### config.mk
export PLATFORM = sky130hd
export DESIGN_NAME = tdma_port_bridge
export DESIGN_NICKNAME = d
export VERILOG_FILES = /design/src/rtl/tdma_port_bridge.sv
export SDC_FILE = /design/constraint.sdc
export NUM_CORES = 1
export LEC_CHECK = 0
export ABC_CLOCK_PERIOD_IN_PS = 7400
export BUFFER_PORTS_ARGS = -buffer_cell sky130_fd_sc_hd__buf_2
export CAP_MARGIN = 20
export CORE_MARGIN = 5
export CORE_UTILIZATION = 55
export CTS_CLUSTER_DIAMETER = 80
export DETAILED_ROUTE_END_ITERATION = 7
export GPL_ROUTABILITY_DRIVEN = 1
export HOLD_SLACK_MARGIN = 0.12
export PLACE_DENSITY = 0.73
export SYNTH_ARGS = -nofsm -noshare
export SYNTH_HDL_FRONTEND = slang
export SYNTH_SLANG_ARGS = --single-unit
### constraint.sdc
create_clock -name clk_clk -period 7.4 [get_ports clk_clk]
set_input_delay 0.74 -clock clk_clk [delete_from_list [all_inputs] [get_ports clk_clk]]
set_output_delay 0.74 -clock clk_clk [all_outputs]
set_load 0.02 [all_outputs]
### src/rtl/tdma_port_bridge.sv
// tdma_port_bridge: Nios send/receive queues in front of the TDMA port.
// The TX queue drains in this node's slot only; RX captures and counts drops.
module tdma_port_bridge #(
    parameter int ADDR_W     = 8,
    parameter int DATA_W     = 32,
    parameter int NUM_SLOTS  = 4,
    parameter int SLOT_LEN   = 4,
    parameter int MY_SLOT    = 0,
    parameter int FIFO_DEPTH = 8
) (
    input  logic                         clk_clk,
    input  logic                         reset_reset_n,
    input  logic                         sync_i,
    input  logic [ADDR_W-1:0]            send_addr_i,
    input  logic [DATA_W-1:0]            send_data_i,
    input  logic                         send_valid_i,
    output logic                         send_ready_o,
    output logic [ADDR_W-1:0]            recv_addr_o,
    output logic [DATA_W-1:0]            recv_data_o,
    output logic                         recv_valid_o,
    input  logic                         recv_ready_i,
    output logic [ADDR_W-1:0]            tdma_send_addr_o,
    output logic [DATA_W-1:0]            tdma_send_data_o,
    output logic                         tdma_send_valid_o,
    input  logic [ADDR_W-1:0]            tdma_recv_addr_i,
    input  logic [DATA_W-1:0]            tdma_recv_data_i,
    input  logic                         tdma_recv_valid_i,
    output logic [$clog2(NUM_SLOTS)-1:0] slot_o,
    output logic [7:0]                   rx_drop_o
);

    localparam int SLOT_W    = $clog2(NUM_SLOTS);
    localparam int CYC_W     = $clog2(SLOT_LEN);
    localparam int PTR_W     = $clog2(FIFO_DEPTH);
    localparam int LOAD_SLOT = (MY_SLOT + NUM_SLOTS - 1) % NUM_SLOTS;

    localparam logic [CYC_W-1:0]  CYC_LAST  = CYC_W'(SLOT_LEN - 1);
    localparam logic [CYC_W-1:0]  CYC_ONE   = CYC_W'(1);
    localparam logic [SLOT_W-1:0] SLOT_LAST = SLOT_W'(NUM_SLOTS - 1);
    localparam logic [SLOT_W-1:0] SLOT_ONE  = SLOT_W'(1);
    localparam logic [SLOT_W-1:0] SLOT_LOAD = SLOT_W'(LOAD_SLOT);
    localparam logic [SLOT_W-1:0] SLOT_MINE = SLOT_W'(MY_SLOT);
    localparam logic [PTR_W:0]    PTR_ONE   = (PTR_W + 1)'(1);

    logic [CYC_W-1:0]  r_cyc;
    logic [SLOT_W-1:0] r_slot;

    logic [ADDR_W-1:0] r_tx_addr [FIFO_DEPTH];
    logic [DATA_W-1:0] r_tx_data [FIFO_DEPTH];
    logic [PTR_W:0]    r_tx_wr;
    logic [PTR_W:0]    r_tx_rd;

    logic [ADDR_W-1:0] r_rx_addr [FIFO_DEPTH];
    logic [DATA_W-1:0] r_rx_data [FIFO_DEPTH];
    logic [PTR_W:0]    r_rx_wr;
    logic [PTR_W:0]    r_rx_rd;

    logic              r_rx_valid_q;
    logic              r_rx_cap;
    logic [ADDR_W-1:0] r_rx_cap_addr;
    logic [DATA_W-1:0] r_rx_cap_data;
    logic [7:0]        r_rx_drop;

    logic [ADDR_W-1:0] r_snd_addr;
    logic [DATA_W-1:0] r_snd_data;
    logic              r_snd_valid;

    logic w_last_cyc;
    logic w_load;
    logic w_end;
    logic w_tx_full;
    logic w_tx_empty;
    logic w_tx_push;
    logic w_tx_pop;
    logic w_rx_full;
    logic w_rx_empty;
    logic w_rx_pop;
    logic w_rx_push;
    logic w_rx_drop;

    // Slot edge decode and FIFO status/handshake terms
    always_comb begin
        w_last_cyc = (r_cyc == CYC_LAST);
        w_load     = w_last_cyc && (r_slot == SLOT_LOAD) && !sync_i;
        w_end      = w_last_cyc && (r_slot == SLOT_MINE) && !sync_i;
        w_tx_empty = (r_tx_wr == r_tx_rd);
        w_tx_full  = (r_tx_wr[PTR_W] != r_tx_rd[PTR_W])
                  && (r_tx_wr[PTR_W-1:0] == r_tx_rd[PTR_W-1:0]);
        w_rx_empty = (r_rx_wr == r_rx_rd);
        w_rx_full  = (r_rx_wr[PTR_W] != r_rx_rd[PTR_W])
                  && (r_rx_wr[PTR_W-1:0] == r_rx_rd[PTR_W-1:0]);
        w_tx_push  = send_valid_i && !w_tx_full;
        w_tx_pop   = w_load && !w_tx_empty;
        w_rx_pop   = recv_ready_i && !w_rx_empty;
        w_rx_push  = r_rx_cap && (!w_rx_full || w_rx_pop);
        w_rx_drop  = r_rx_cap && w_rx_full && !w_rx_pop;
    end

    // Cycle-within-slot and slot-within-frame counters, resync on sync_i
    always_ff @(posedge clk_clk) begin
        if (!reset_reset_n) begin
            r_cyc  <= '0;
            r_slot <= '0;
        end else if (sync_i) begin
            r_cyc  <= '0;
            r_slot <= '0;
        end else if (w_last_cyc) begin
            r_cyc  <= '0;
            r_slot <= (r_slot == SLOT_LAST) ? '0 : r_slot + SLOT_ONE;
        end else begin
            r_cyc  <= r_cyc + CYC_ONE;
        end
    end

    // TX queue storage; occupancy lives in the pointers below
    always_ff @(posedge clk_clk) begin
        if (w_tx_push) begin
            r_tx_addr[r_tx_wr[PTR_W-1:0]] <= send_addr_i;
            r_tx_data[r_tx_wr[PTR_W-1:0]] <= send_data_i;
        end
    end

    // TX queue pointers
    always_ff @(posedge clk_clk) begin
        if (!reset_reset_n) begin
            r_tx_wr <= '0;
            r_tx_rd <= '0;
        end else begin
            if (w_tx_push) r_tx_wr <= r_tx_wr + PTR_ONE;
            if (w_tx_pop)  r_tx_rd <= r_tx_rd + PTR_ONE;
        end
    end

    // Network transmit register: load before our slot, clear at its end
    always_ff @(posedge clk_clk) begin
        if (!reset_reset_n) begin
            r_snd_addr  <= '0;
            r_snd_data  <= '0;
            r_snd_valid <= 1'b0;
        end else if (sync_i) begin
            r_snd_valid <= 1'b0;
        end else if (w_tx_pop) begin
            r_snd_addr  <= r_tx_addr[r_tx_rd[PTR_W-1:0]];
            r_snd_data  <= r_tx_data[r_tx_rd[PTR_W-1:0]];
            r_snd_valid <= 1'b1;
        end else if (w_end) begin
            r_snd_valid <= 1'b0;
        end
    end

    // Receive edge detect; one capture per packet held for a whole slot
    always_ff @(posedge clk_clk) begin
        if (!reset_reset_n) begin
            r_rx_valid_q  <= 1'b0;
            r_rx_cap      <= 1'b0;
            r_rx_cap_addr <= '0;
            r_rx_cap_data <= '0;
        end else begin
            r_rx_valid_q  <= tdma_recv_valid_i;
            r_rx_cap      <= tdma_recv_valid_i && !r_rx_valid_q;
            r_rx_cap_addr <= tdma_recv_addr_i;
            r_rx_cap_data <= tdma_recv_data_i;
        end
    end

    // RX queue storage; a full queue with a pop frees the head slot
    always_ff @(posedge clk_clk) begin
        if (w_rx_push) begin
            r_rx_addr[r_rx_wr[PTR_W-1:0]] <= r_rx_cap_addr;
            r_rx_data[r_rx_wr[PTR_W-1:0]] <= r_rx_cap_data;
        end
    end

    // RX queue pointers and saturating drop counter
    always_ff @(posedge clk_clk) begin
        if (!reset_reset_n) begin
            r_rx_wr   <= '0;
            r_rx_rd   <= '0;
            r_rx_drop <= '0;
        end else begin
            if (w_rx_push) r_rx_wr <= r_rx_wr + PTR_ONE;
            if (w_rx_pop)  r_rx_rd <= r_rx_rd + PTR_ONE;
            if (w_rx_drop && (r_rx_drop != 8'hFF))
                r_rx_drop <= r_rx_drop + 8'd1;
        end
    end

    // Outputs straight from flops
    always_comb begin
        send_ready_o      = !w_tx_full;
        recv_valid_o      = !w_rx_empty;
        recv_addr_o       = r_rx_addr[r_rx_rd[PTR_W-1:0]];
        recv_data_o       = r_rx_data[r_rx_rd[PTR_W-1:0]];
        tdma_send_addr_o  = r_snd_addr;
        tdma_send_data_o  = r_snd_data;
        tdma_send_valid_o = r_snd_valid;
        slot_o            = r_slot;
        rx_drop_o         = r_rx_drop;
    end

endmodule

==> summary.md, run 1 <==
| Metric | Value |
|---|---|
| Bufs on Longest Clock Path | `3` |
| Synth async-reset ratio | `0%` |
| Max-slew violation count | `0` |
| Portion of the clock cycle consumed by the worst path in the final layout | `55.27%` |
| Unique cell type count in the Yosys netlist | `49` |
| Number of enable flip-flop cells after synthesis | `640` |
| Count of input and output buffers | `178` |
| Post-cts sizing count | `0` |
| Final-layout fill cell count | `3,518` |
| Setup repair after global routing missed its margin | `no` |
| Startpoint kind of the worst setup timing path | `flip-flop` |
| Lkg Pwr | `10.51 nW` |
| Clock buffer count from CTS | `74` |
| Sequential fraction of the synthesis area | `75.37%` |
| Avg Vias per Cell | `5.850` |
| Wire length of the first global-routing pass | `84,750 um` |
| Min-delay worst type | `in2reg` |
| Number of placement rows | `83` |
| Power density over the cells | `270.1 nW/um^2` |
| Highest clock frequency the design can meet | `244.5 MHz` |
| Number of hold violations in the final report | `0` |
| CORE AREA | `51,300 um^2` |
| Smallest setup slack after layout | `3.310 ns` |
| Clock Pin Slew Worst Setup and Hold Paths | `0.06 ns` |
| Detailed placer's ending HPWL | `31,740 um` |
| Final Wtd Congestion | `0.7447` |
| Setup TNS Final | `0 ns` |
| Mapped Area | `28,530 um^2` |
| Initial antenna violation count | `9` |
| Average cell area after synthesis | `20.98 um^2` |
| Max-Cap Viols | `0` |
| Remaining global-route overflow | `0` |
| Die boundary height | `237.7 um` |
| Result of the run | `complete, no violations` |
| Largest cells by area after synthesis | `sky130_fd_sc_hd__edfxtp_1 67%, sky130_fd_sc_hd__mux4_2 13%, sky130_fd_sc_hd__dfxtp_1 8.0%` |
| Share of the synthesized area in the top cell type | `67.37%` |
| Setup crit end kind | `primary output` |
| Critical path data required time | `6.66 ns` |
| Sequential standard cell area | `21,520 um^2` |
| Final #Nets | `1,668` |
| Time the worst path needs with I/O delays and setup | `4.090 ns` |
| Total wire length after detailed routing | `55,230 um` |
| Htree depth | `3` |
| Proportion of layout cells with a drive suffix above 1 | `38.64%` |
| Cell accounting for the most synthesized area | `sky130_fd_sc_hd__edfxtp_1` |
| Pin count of the biggest net entering global routing | `81` |
| Most frequent standard cell in the layout excluding fill and tap cells | `sky130_fd_sc_hd__edfxtp_1` |
| Final core area utilization | `63.63%` |
| Ys flop type | `sky130_fd_sc_hd__edfxtp_1` |
| Die width | `237.7 um` |
| Number of setup violations in the final report | `0` |
| Slew at the pin with the worst max-slew slack | `0.8507 ns` |
| Number of nets with antenna violations after detailed routing | `0` |
| Final clock skew | `0.01758 ns` |
| DRT Pass-1 Iters | `7` |
| Synthesized instance count | `1,360` |
| Number of sinks handled by clock tree synthesis | `754` |
| Post-CTS setup buffer count | `0` |
| Number of hold buffers added after cts | `0` |
| Post-DR wirelength/cell | `23.87 um` |
| Total area of multi-input combinational cells | `6710 um^2` |
| Count of synthesis-stage warnings from yosys | `0` |
| Post-synth net total | `1,454` |
| Worst vdd rail ir drop | `0.0001815 V` |
| Vias | `13,537` |
| Boundary Pins | `179` |
| Initial core utilization | `55.61%` |
| Worst slew margin relative to its limit | `43.29%` |
| Post-synthesis to final-layout area growth | `14.43%` |
| Count of unresolved DRC violations after routing | `0` |
| Latest clock arrival within the worst-skew pair | `0.60 ns` |
| Die Outline Area | `56,520 um^2` |
| Number of global-route vias before repair | `14,180` |
| Commonest non-fill, non-tap cells in the layout | `640 x sky130_fd_sc_hd__edfxtp_1, 178 x sky130_fd_sc_hd__buf_2, 160 x sky130_fd_sc_hd__mux4_2` |
| TritonCTS clock tree | `built` |
| Arrival @ worst endpoint | `3.35 ns` |
| Root cell of the clock tree | `sky130_fd_sc_hd__clkbuf_16` |
| Maximum fanout encountered on the critical timing path | `42` |
| Worst setup timing slack at the placement stage | `3.830 ns` |
| Count of state elements after synthesis | `754` |
| Total power | `0.008818 W` |
| Critical path class | `reg2out` |
| Total routing resource utilization after global routing | `19.64%` |
| Number of design-rule violations left by the first detailed-router iteration | `889` |
==> final timing paths <==
path,to,slack [ns],startpoint,cells after the start
min reg2reg,r_rx_cap,0.39,r_rx_valid_q,1
max reg2reg,r_tx_data[6][22],3.96,r_tx_rd[1],6
min,r_rx_cap_data[28],0.34,tdma_recv_data_i[28],2
max,recv_data_o[29],3.31,flip-flop,4
==> cell families after synthesis <==
logic type                 count (synthesis)  share of synthesized area, %
DFF                                      754                         75.37
muxes                                    252                         16.04
and+or+nand+nor                          137                         2.728
AOI/OAI and AO/OA                        110                         3.614
buffers and inverters                     89                         1.570
xor gates and xnor gates                  10                        0.3333
adders and majority gates                  8                        0.3509
==> area by class of cell <==
cell class / count / share of cell area, %
antenna: 1 / 0.007666
clock buffer: 103 / 6.413
clock inverter: 32 / 0.6784
inverter: 12 / 0.1380
multi-input combinational: 517 / 20.56
sequential: 754 / 65.92
tap: 680 / 2.606
timing repair buffer: 215 / 3.680
==> per-stage QoR <==
step / hold slack [ns] / cell area, um^2 / cells
2_1_floorplan: 0.3674 / 28530 / 1360
3_3_place_gp: 0.3770 / 30280 / 2176
3_5_place_dp: 0.3911 / 30280 / 2176
4_1_cts: 0.3078 / 32590 / 2311
5_1_grt: 0.3208 / 32640 / 2313
6_report: 0.3423 / 32640 / 2314
==> critical path: stages, from the launching register on <==
cell	delay (ns)
sky130_fd_sc_hd__dfxtp_4	0.85
sky130_fd_sc_hd__buf_4	0.78
sky130_fd_sc_hd__mux4_2	0.60
sky130_fd_sc_hd__mux2_2	0.30
sky130_fd_sc_hd__buf_2	0.16
==> report_power, final <==
| part | switching, W | internal (W) |
|---|---|---|
| registers | 0.0000649 | 0.00467 |
| logic | 0.000277 | 0.000236 |
| clock network | 0.00151 | 0.00205 |
| total | 0.00186 | 0.00696 |
==> synthesized netlist by cell type (all sizes together), types with 7 or more instances <==
cell	n
nand3	10
clkbuf	32
a211oi	40
and2	41
o21ai	7
nor2	15
nand2b	13
mux2i	52
buf	45
mux4	160
edfxtp	640
mux2	40
dfxtp	114
a21oi	52
nand2	22
ha	8
nor3	8
inv	11
==> sequential cells by signal, indices dropped and copies added, names as in the netlist, 8 cells and up, named ones only <==
register and cells:
r_tx_addr 64, r_rx_addr 64, r_tx_data 256, r_rx_cap_addr 8
tdma_send_addr_o 8, r_rx_cap_data 32, rx_drop_o 8, r_rx_data 256
tdma_send_data_o 32
==> layer usage <==
metal	vias up	share of wire, %	track usage, %
met4	16	2.7	5.860
met2	393	51	33.38
li1	5971	-	-
met3	112	6.3	4.653
met5	-	0.18	0
met1	7045	40	25.63
Power figures use the tool's default switching activity.
==> run 2, diff against run 1 <==
--- a/config.mk
+++ b/config.mk
@@ -5,7 +5,7 @@
 export SDC_FILE = /design/constraint.sdc
 export NUM_CORES = 1
 export LEC_CHECK = 0
-export ABC_CLOCK_PERIOD_IN_PS = 7400
+export ABC_CLOCK_PERIOD_IN_PS = 4100
 export BUFFER_PORTS_ARGS = -buffer_cell sky130_fd_sc_hd__buf_2
 export CAP_MARGIN = 20
 export CORE_MARGIN = 5
==> constraint.sdc (replaced) <==
create_clock -name clk_clk -period 4.1 [get_ports clk_clk]
set_input_delay 0.41 -clock clk_clk [delete_from_list [all_inputs] [get_ports clk_clk]]
set_output_delay 0.41 -clock clk_clk [all_outputs]
set_load 0.02 [all_outputs]
==> run 2 against run 1 <==
Effect of this change: die area did not move; highest routed layer unchanged; clock skew rose by 0.0051 ns; first-iteration DRC count rose by 29%.
==> summary.md, run 2 (synthesized netlist as in run 1, its figures left out) <==
| Metric | Value |
|---|---|
| Vias | `13,980 (was 13,537)` |
| Post-synthesis to final-layout area growth | `17.97% (was 14.43%)` |
| Initial antenna violation count | `5 (was 9)` |
| Worst vdd rail ir drop | `0.0003075 V (was 0.0001815 V)` |
| Peak per-stage delay on the critical path | `0.59 ns (was 0.85 ns)` |
| Cell Chain, Critical Path | `buf_4 > mux4_2 > mux2_2 > buf_2 (unchanged)` |
| Number of nets with antenna violations after detailed routing | `0 (unchanged)` |
| Startpoint kind of the worst setup timing path | `flip-flop (unchanged)` |
| Min-delay worst type | `in2reg (unchanged)` |
| DRT Pass-1 Iters | `5 (was 7)` |
| Number of cells on the worst reg-to-reg path | `5 (was 6)` |
| Number of hold violations in the final report | `0 (unchanged)` |
| Worst-case hold slack | `0.2505 ns (was 0.3423 ns)` |
| Instance area at placement | `30,380 um^2 (was 30,280 um^2)` |
| Boundary Pins | `179 (unchanged)` |
| Bufs on Longest Clock Path | `3 (unchanged)` |
| Setup repair after global routing missed its margin | `no (unchanged)` |
| Wire length of the first global-routing pass | `89,290 um (was 84,750 um)` |
| Critical path data required time | `3.69 ns (was 6.66 ns)` |
| Count of input and output buffers | `178 (unchanged)` |
| Most frequent standard cell in the layout excluding fill and tap cells | `sky130_fd_sc_hd__edfxtp_1 (unchanged)` |
| Htree depth | `3 (unchanged)` |
| Commonest non-fill, non-tap cells in the layout | `640 x sky130_fd_sc_hd__edfxtp_1, 178 x sky130_fd_sc_hd__buf_2, 160 x sky130_fd_sc_hd__mux4_2 (unchanged)` |
| Die Outline Area | `56,520 um^2 (unchanged)` |
| Fin area | `33,650 um^2 (was 32,640 um^2)` |
| Cell type of the slowest stage on the worst timing path | `sky130_fd_sc_hd__dfxtp_4 (unchanged)` |
| Portion of the clock cycle consumed by the worst path in the final layout | `75.32%` |
| Max-Cap Viols | `0 (unchanged)` |
| Avg Vias per Cell | `5.825 (was 5.850)` |
| Setup crit end kind | `primary output (unchanged)` |
| TritonCTS clock tree | `built (unchanged)` |
| Pin count of the biggest net entering global routing | `68 (was 81)` |
| Final-layout fill cell count | `3,341 (was 3,518)` |
| Clock Pin Slew Worst Setup and Hold Paths | `0.06 ns (about the same)` |
| Global routing met2 resource utilization | `35.08% (was 33.38%)` |
| Critical path class | `reg2out (unchanged)` |
| Count of unresolved DRC violations after routing | `0 (unchanged)` |
| Power density over the cells | `487.0 nW/um^2 (was 270.1 nW/um^2)` |
| Latest clock arrival within the worst-skew pair | `0.60 ns (about the same)` |
| Number of global-route vias before repair | `14,957 (was 14,180)` |
| Final #Nets | `1,751 (was 1,668)` |
| Lkg Pwr | `10.92 nW (was 10.51 nW)` |
| Grt met1 use | `27.61% (was 25.63%)` |
| Final Wtd Congestion | `0.7395 (was 0.7447)` |
| Post-DR wirelength/cell | `24.22 um (was 23.87 um)` |
| Maximum fanout encountered on the critical timing path | `19 (was 42)` |
| Remaining global-route overflow | `0 (unchanged)` |
| M3 GR Usage | `4.455% (was 4.653%)` |
| Die width | `237.7 um (unchanged)` |
| Post-CTS setup buffer count | `0 (unchanged)` |
| Total wire length after detailed routing | `58,120 um (was 55,230 um)` |
| Number of placement rows | `83 (unchanged)` |
| Result of the run | `complete, no violations (unchanged)` |
| Number of sinks handled by clock tree synthesis | `754 (unchanged)` |
| Number of design-rule violations left by the first detailed-router iteration | `1,147 (was 889)` |
| Initial core utilization | `55.61% (unchanged)` |
| Worst slew margin relative to its limit | `30.74% (was 43.29%)` |
| Proportion of layout cells with a drive suffix above 1 | `36.28% (was 38.64%)` |
| Clock buffer count from CTS | `76 (was 74)` |
| Arrival @ worst endpoint | `2.68 ns (was 3.35 ns)` |
| Max-slew violation count | `0 (unchanged)` |
| Root cell of the clock tree | `sky130_fd_sc_hd__clkbuf_16 (unchanged)` |
| Time the worst path needs with I/O delays and setup | `3.088 ns` |
| Slew at the pin with the worst max-slew slack | `1.039 ns (was 0.8507 ns)` |
| Final clock skew | `0.02270 ns (was 0.01758 ns)` |
| Total routing resource utilization after global routing | `20.71% (was 19.64%)` |
| Cell depth of the worst min-delay path | `4 (was 2)` |
| Die boundary height | `237.7 um (unchanged)` |
| Number of setup violations in the final report | `0 (unchanged)` |
| Most utilized layer in the global route result | `met2 (unchanged)` |
| Highest clock frequency the design can meet | `323.8 MHz` |
| Detailed placer's ending HPWL | `32,380 um (was 31,740 um)` |
| CORE AREA | `51,300 um^2 (unchanged)` |
[run 2: changes by cell type in the layout (fill, tap and decap cells not counted), sizes merged]
cell         previous run  this run
clkinvlp                3         0
clkinv                 23        18
diode                   1         3
dlygate4sd3             0        81
clkbuf                103       111
inv                    16        13
bufinv                  2         8
[run 2: metal layers]
layer	vias up	part of all wire, %	wire [um]
met4	2	2.6	1514
met5	-	0.022	13
li1	6139	-	-
met2	462	51	29850
met1	7268	40	23120
met3	109	6.3	3634
[run 2: worst paths after layout]
kind                start          endpoint  slack (ns)
max             flip-flop    recv_addr_o[4]        1.01
min          send_valid_i        r_tx_wr[1]        0.25
min reg2reg  r_rx_valid_q          r_rx_cap        0.38
max reg2reg    r_tx_wr[1]  r_tx_data[6][11]        1.19
[run 2: final cells by class]
cell class	instances	area, um^2	area share (%)
flip-flops and latches	754	21520	63.94
clock inverters	27	326.6	0.9704
multi-input cells	517	6729	19.99
repair buffers	296	2049	6.090
inverters	12	45.04	0.1338
diodes	3	7.507	0.02231
well taps	680	850.8	2.528
clock buffers	111	2127	6.320
[run 2: critical path, delay by kind of cell, from the launching register on]
| family | cells | cell delay [ns] |
|---|---|---|
| multiplexers | 2 | 0.86 |
| buffers and inverters | 2 | 0.61 |
| flip-flops | 1 | 0.59 |
[run 2: metrics by stage]
step / utilization [%] / cells / setup TNS (ns) / worst slack [ns] / power (W)
finish: 65.60 / 2400 / 0 / 1.012 / 0.01639
global route: 65.59 / 2399 / 0 / 0.8163 / 0.01697
CTS: 65.58 / 2397 / 0 / 0.8894 / 0.01656
detailed placement: 59.22 / 2178 / 0 / 1.199 / 0.009682
global placement: 59.17 / 2177 / 0 / 1.347 / 0.009653
floorplan: - / 1360 / -332.87 / -1.547 / 0.009347
[run 2: where the power goes]
group          leakage, nW  switching (W)  total (W)  internal, W
registers             6.78       0.000105    0.00854      0.00844
clock network         1.19        0.00272    0.00682      0.00410
logic                 2.95       0.000539    0.00103     0.000487
total                 10.9        0.00337     0.0164       0.0130
[run 2: timing repair]
item | in CTS | in global routing
hold buffers | 81 | 0
endpoints found under the hold margin | 361 | 0
gates resized for setup | 0 | 0
==> run 3, diff against run 2 <==
==> config.mk (replaced) <==
export PLATFORM = sky130hd
export DESIGN_NAME = tdma_port_bridge
export DESIGN_NICKNAME = d
export VERILOG_FILES = /design/src/rtl/tdma_port_bridge.sv
export SDC_FILE = /design/constraint.sdc
export NUM_CORES = 1
export LEC_CHECK = 0
export ABC_CLOCK_PERIOD_IN_PS = 2800
export BUFFER_PORTS_ARGS = -buffer_cell sky130_fd_sc_hd__buf_2
export CAP_MARGIN = 20
export CORE_MARGIN = 5
export CORE_UTILIZATION = 54
export CTS_CLUSTER_DIAMETER = 80
export DETAILED_ROUTE_END_ITERATION = 7
export GPL_ROUTABILITY_DRIVEN = 1
export HOLD_SLACK_MARGIN = 0.12
export PLACE_DENSITY = 0.75
export SYNTH_ARGS = -nofsm -noshare
export SYNTH_HDL_FRONTEND = slang
export SYNTH_SLANG_ARGS = --single-unit
==> constraint.sdc (replaced) <==
create_clock -name clk_clk -period 2.8 [get_ports clk_clk]
set_input_delay 0.28 -clock clk_clk [delete_from_list [all_inputs] [get_ports clk_clk]]
set_output_delay 0.28 -clock clk_clk [all_outputs]
set_load 0.02 [all_outputs]
==> run 3 against run 2 <==
Effect of this change: critical endpoint is now recv_data_o[24]; critical path type unchanged; sequential power up 46%; routed wire length down 1.2%; total power up 46%; via count down 0.36%.
==> summary.md, run 3 (synthesized netlist as in run 1, its figures left out) <==
| Metric | Value |
|---|---|
| Initial antenna violation count | `4 (was 5)` |
| Arrival @ worst endpoint | `2.33 ns (was 2.68 ns)` |
| Post-synthesis to final-layout area growth | `19.23% (was 17.97%)` |
| Min-delay worst type | `in2reg (unchanged)` |
| Number of hold violations in the final report | `0 (unchanged)` |
| Number of placement rows | `84 (was 83)` |
| Portion of the clock cycle consumed by the worst path in the final layout | `93.30%` |
| Time the worst path needs with I/O delays and setup | `2.612 ns` |
| Number of cells on the worst reg-to-reg path | `5 (unchanged)` |
| DRT Pass-1 Iters | `5 (unchanged)` |
| Total power | `0.02397 W (was 0.01639 W)` |
| Number of setup violations in the final report | `0 (unchanged)` |
| Clock Pin Slew Worst Setup and Hold Paths | `0.06 ns (about the same)` |
| Slew at the pin with the worst max-slew slack | `0.9969 ns (was 1.039 ns)` |
| Post-DR wirelength/cell | `23.71 um (was 24.22 um)` |
| Total area of multi-input combinational cells | `6807 um^2 (was 6729 um^2)` |
| Sequential standard cell area | `21,520 um^2 (unchanged)` |
| Latest clock arrival within the worst-skew pair | `0.60 ns (about the same)` |
| Count of input and output buffers | `178 (unchanged)` |
| Final core area utilization | `64.86% (was 65.60%)` |
| Remaining global-route overflow | `0 (unchanged)` |
| Total routing resource utilization after global routing | `20.31% (was 20.71%)` |
| Wire length of the first global-routing pass | `88,870 um (was 89,290 um)` |
| CORE AREA | `52,450 um^2 (was 51,300 um^2)` |
| Max-slew violation count | `0 (unchanged)` |
| Maximum fanout encountered on the critical timing path | `40 (was 19)` |
| Number of sinks handled by clock tree synthesis | `754 (unchanged)` |
| Startpoint kind of the worst setup timing path | `flip-flop (unchanged)` |
| Worst-case hold slack | `0.1619 ns (was 0.2505 ns)` |
| Total wire length after detailed routing | `57,420 um (was 58,120 um)` |
| Die boundary height | `239.8 um (was 237.7 um)` |
| Worst vdd rail ir drop | `0.0007169 V (was 0.0003075 V)` |
| Max-Cap Viols | `0 (unchanged)` |
| Critical path data required time | `2.52 ns (was 3.69 ns)` |
| Commonest non-fill, non-tap cells in the layout | `640 x sky130_fd_sc_hd__edfxtp_1, 178 x sky130_fd_sc_hd__buf_2, 160 x sky130_fd_sc_hd__mux4_2 (unchanged)` |
| Htree depth | `3 (unchanged)` |
| Boundary Pins | `179 (unchanged)` |
| TritonCTS clock tree | `built (unchanged)` |
| Die Outline Area | `57,530 um^2 (was 56,520 um^2)` |
| Critical path class | `reg2out (unchanged)` |
| Setup crit end kind | `primary output (unchanged)` |
| Result of the run | `complete, no violations (unchanged)` |
| Final-layout fill cell count | `3,440 (was 3,341)` |
| Avg Vias per Cell | `5.751 (was 5.825)` |
| Lkg Pwr | `11.05 nW (was 10.92 nW)` |
| Setup repair after global routing missed its margin | `no (unchanged)` |
| Number of nets with antenna violations after detailed routing | `0 (unchanged)` |
| Number of global-route vias before repair | `15,094 (was 14,957)` |
| Highest clock frequency the design can meet | `382.8 MHz` |
| Worst slew margin relative to its limit | `33.39% (was 30.74%)` |
| Pin count of the biggest net entering global routing | `85 (was 68)` |
| Cell depth of the worst min-delay path | `4 (unchanged)` |
| Most frequent standard cell in the layout excluding fill and tap cells | `sky130_fd_sc_hd__edfxtp_1 (unchanged)` |
| Number of design-rule violations left by the first detailed-router iteration | `902 (was 1,147)` |
| Vias | `13,929 (was 13,980)` |
| Die width | `239.8 um (was 237.7 um)` |
| Initial core utilization | `54.39% (was 55.61%)` |
| Final #Nets | `1,764 (was 1,751)` |
| Power density over the cells | `704.8 nW/um^2 (was 487.0 nW/um^2)` |
| Bufs on Longest Clock Path | `3 (unchanged)` |
| Final Wtd Congestion | `0.7313 (was 0.7395)` |
| Final clock skew | `0.01358 ns (was 0.02270 ns)` |
| Detailed placer's ending HPWL | `31,320 um (was 32,380 um)` |
| Clock buffer count from CTS | `74 (was 76)` |
| Count of unresolved DRC violations after routing | `0 (unchanged)` |
| Root cell of the clock tree | `sky130_fd_sc_hd__clkbuf_16 (unchanged)` |
| Proportion of layout cells with a drive suffix above 1 | `37.41% (was 36.28%)` |
## run 3: cell types whose count changed in the layout (fill, tap and decap cells not counted), moves of 2 or more
cell and change:
sky130_fd_sc_hd__clkbuf_1 -3, sky130_fd_sc_hd__clkbuf_16 +2, sky130_fd_sc_hd__buf_4 +2, sky130_fd_sc_hd__nor4b_2 -3
sky130_fd_sc_hd__bufinv_16 -4, sky130_fd_sc_hd__buf_12 +13, sky130_fd_sc_hd__nor4_4 +2, sky130_fd_sc_hd__nor4_2 -2
sky130_fd_sc_hd__clkbuf_8 +7, sky130_fd_sc_hd__nor4b_4 +3, sky130_fd_sc_hd__clkinv_1 -5, sky130_fd_sc_hd__clkinv_4 +2
## run 3: final cells by class
type,instances,area share (%)
clock buffers,117,6.651
well taps,688,2.531
diodes,2,0.01471
inverters,12,0.1324
flip-flops and latches,754,63.26
clock inverters,21,0.6143
multi-input cells,517,20.01
repair buffers,311,6.783
## run 3: path summary, 6_finish.rpt
path	from	to	slack [ns]
worst max-delay path	flip-flop	recv_data_o[24]	0.19
worst min-delay path	send_valid_i	r_tx_wr[2]	0.16
worst min register to register	r_rx_valid_q	r_rx_cap	0.38
worst max register to register	r_tx_wr[0]	r_tx_data[5][0]	0.22
## run 3: worst max-delay path, stage by stage (launching register included)
cell and delay, ns:
sky130_fd_sc_hd__dfxtp_4 0.38, sky130_fd_sc_hd__buf_12 0.30, sky130_fd_sc_hd__mux4_2 0.57, sky130_fd_sc_hd__mux2_2 0.28, sky130_fd_sc_hd__buf_2 0.16
## run 3: what timing repair did
item,4_1_cts,5_1_grt
gates resized for setup,0,1
hold endpoints to repair,367,0
setup endpoints to repair,0,16
buffers inserted,0,0
hold buffers,82,0
## run 3: per-layer routing
layer / track usage [%] / vias up / part of all wire [%]
met5: 0 / - / 0.037
met4: 5.502 / 4 / 2.1
met3: 3.880 / 97 / 5.8
met2: 36.03 / 407 / 53
met1: 26.02 / 7242 / 39
li1: - / 6179 / -
## run 3: power by group
part	internal, W	switching (W)
sequential	0.0124	0.000114
clock	0.00593	0.00398
combinational	0.000755	0.000846
## run 3: metrics by stage
stage	setup TNS (ns)	std cells	area, um^2	setup WS (ns)
final	0	2422	34010	0.1877
after global routing	0	2421	34010	0.06248
after CTS	0	2420	34000	0.09496
after detailed placement	0	2200	30710	0.1226
after global placement	0	2200	30710	0.1490
after floorplan	-120.66	1360	28680	-0.6230
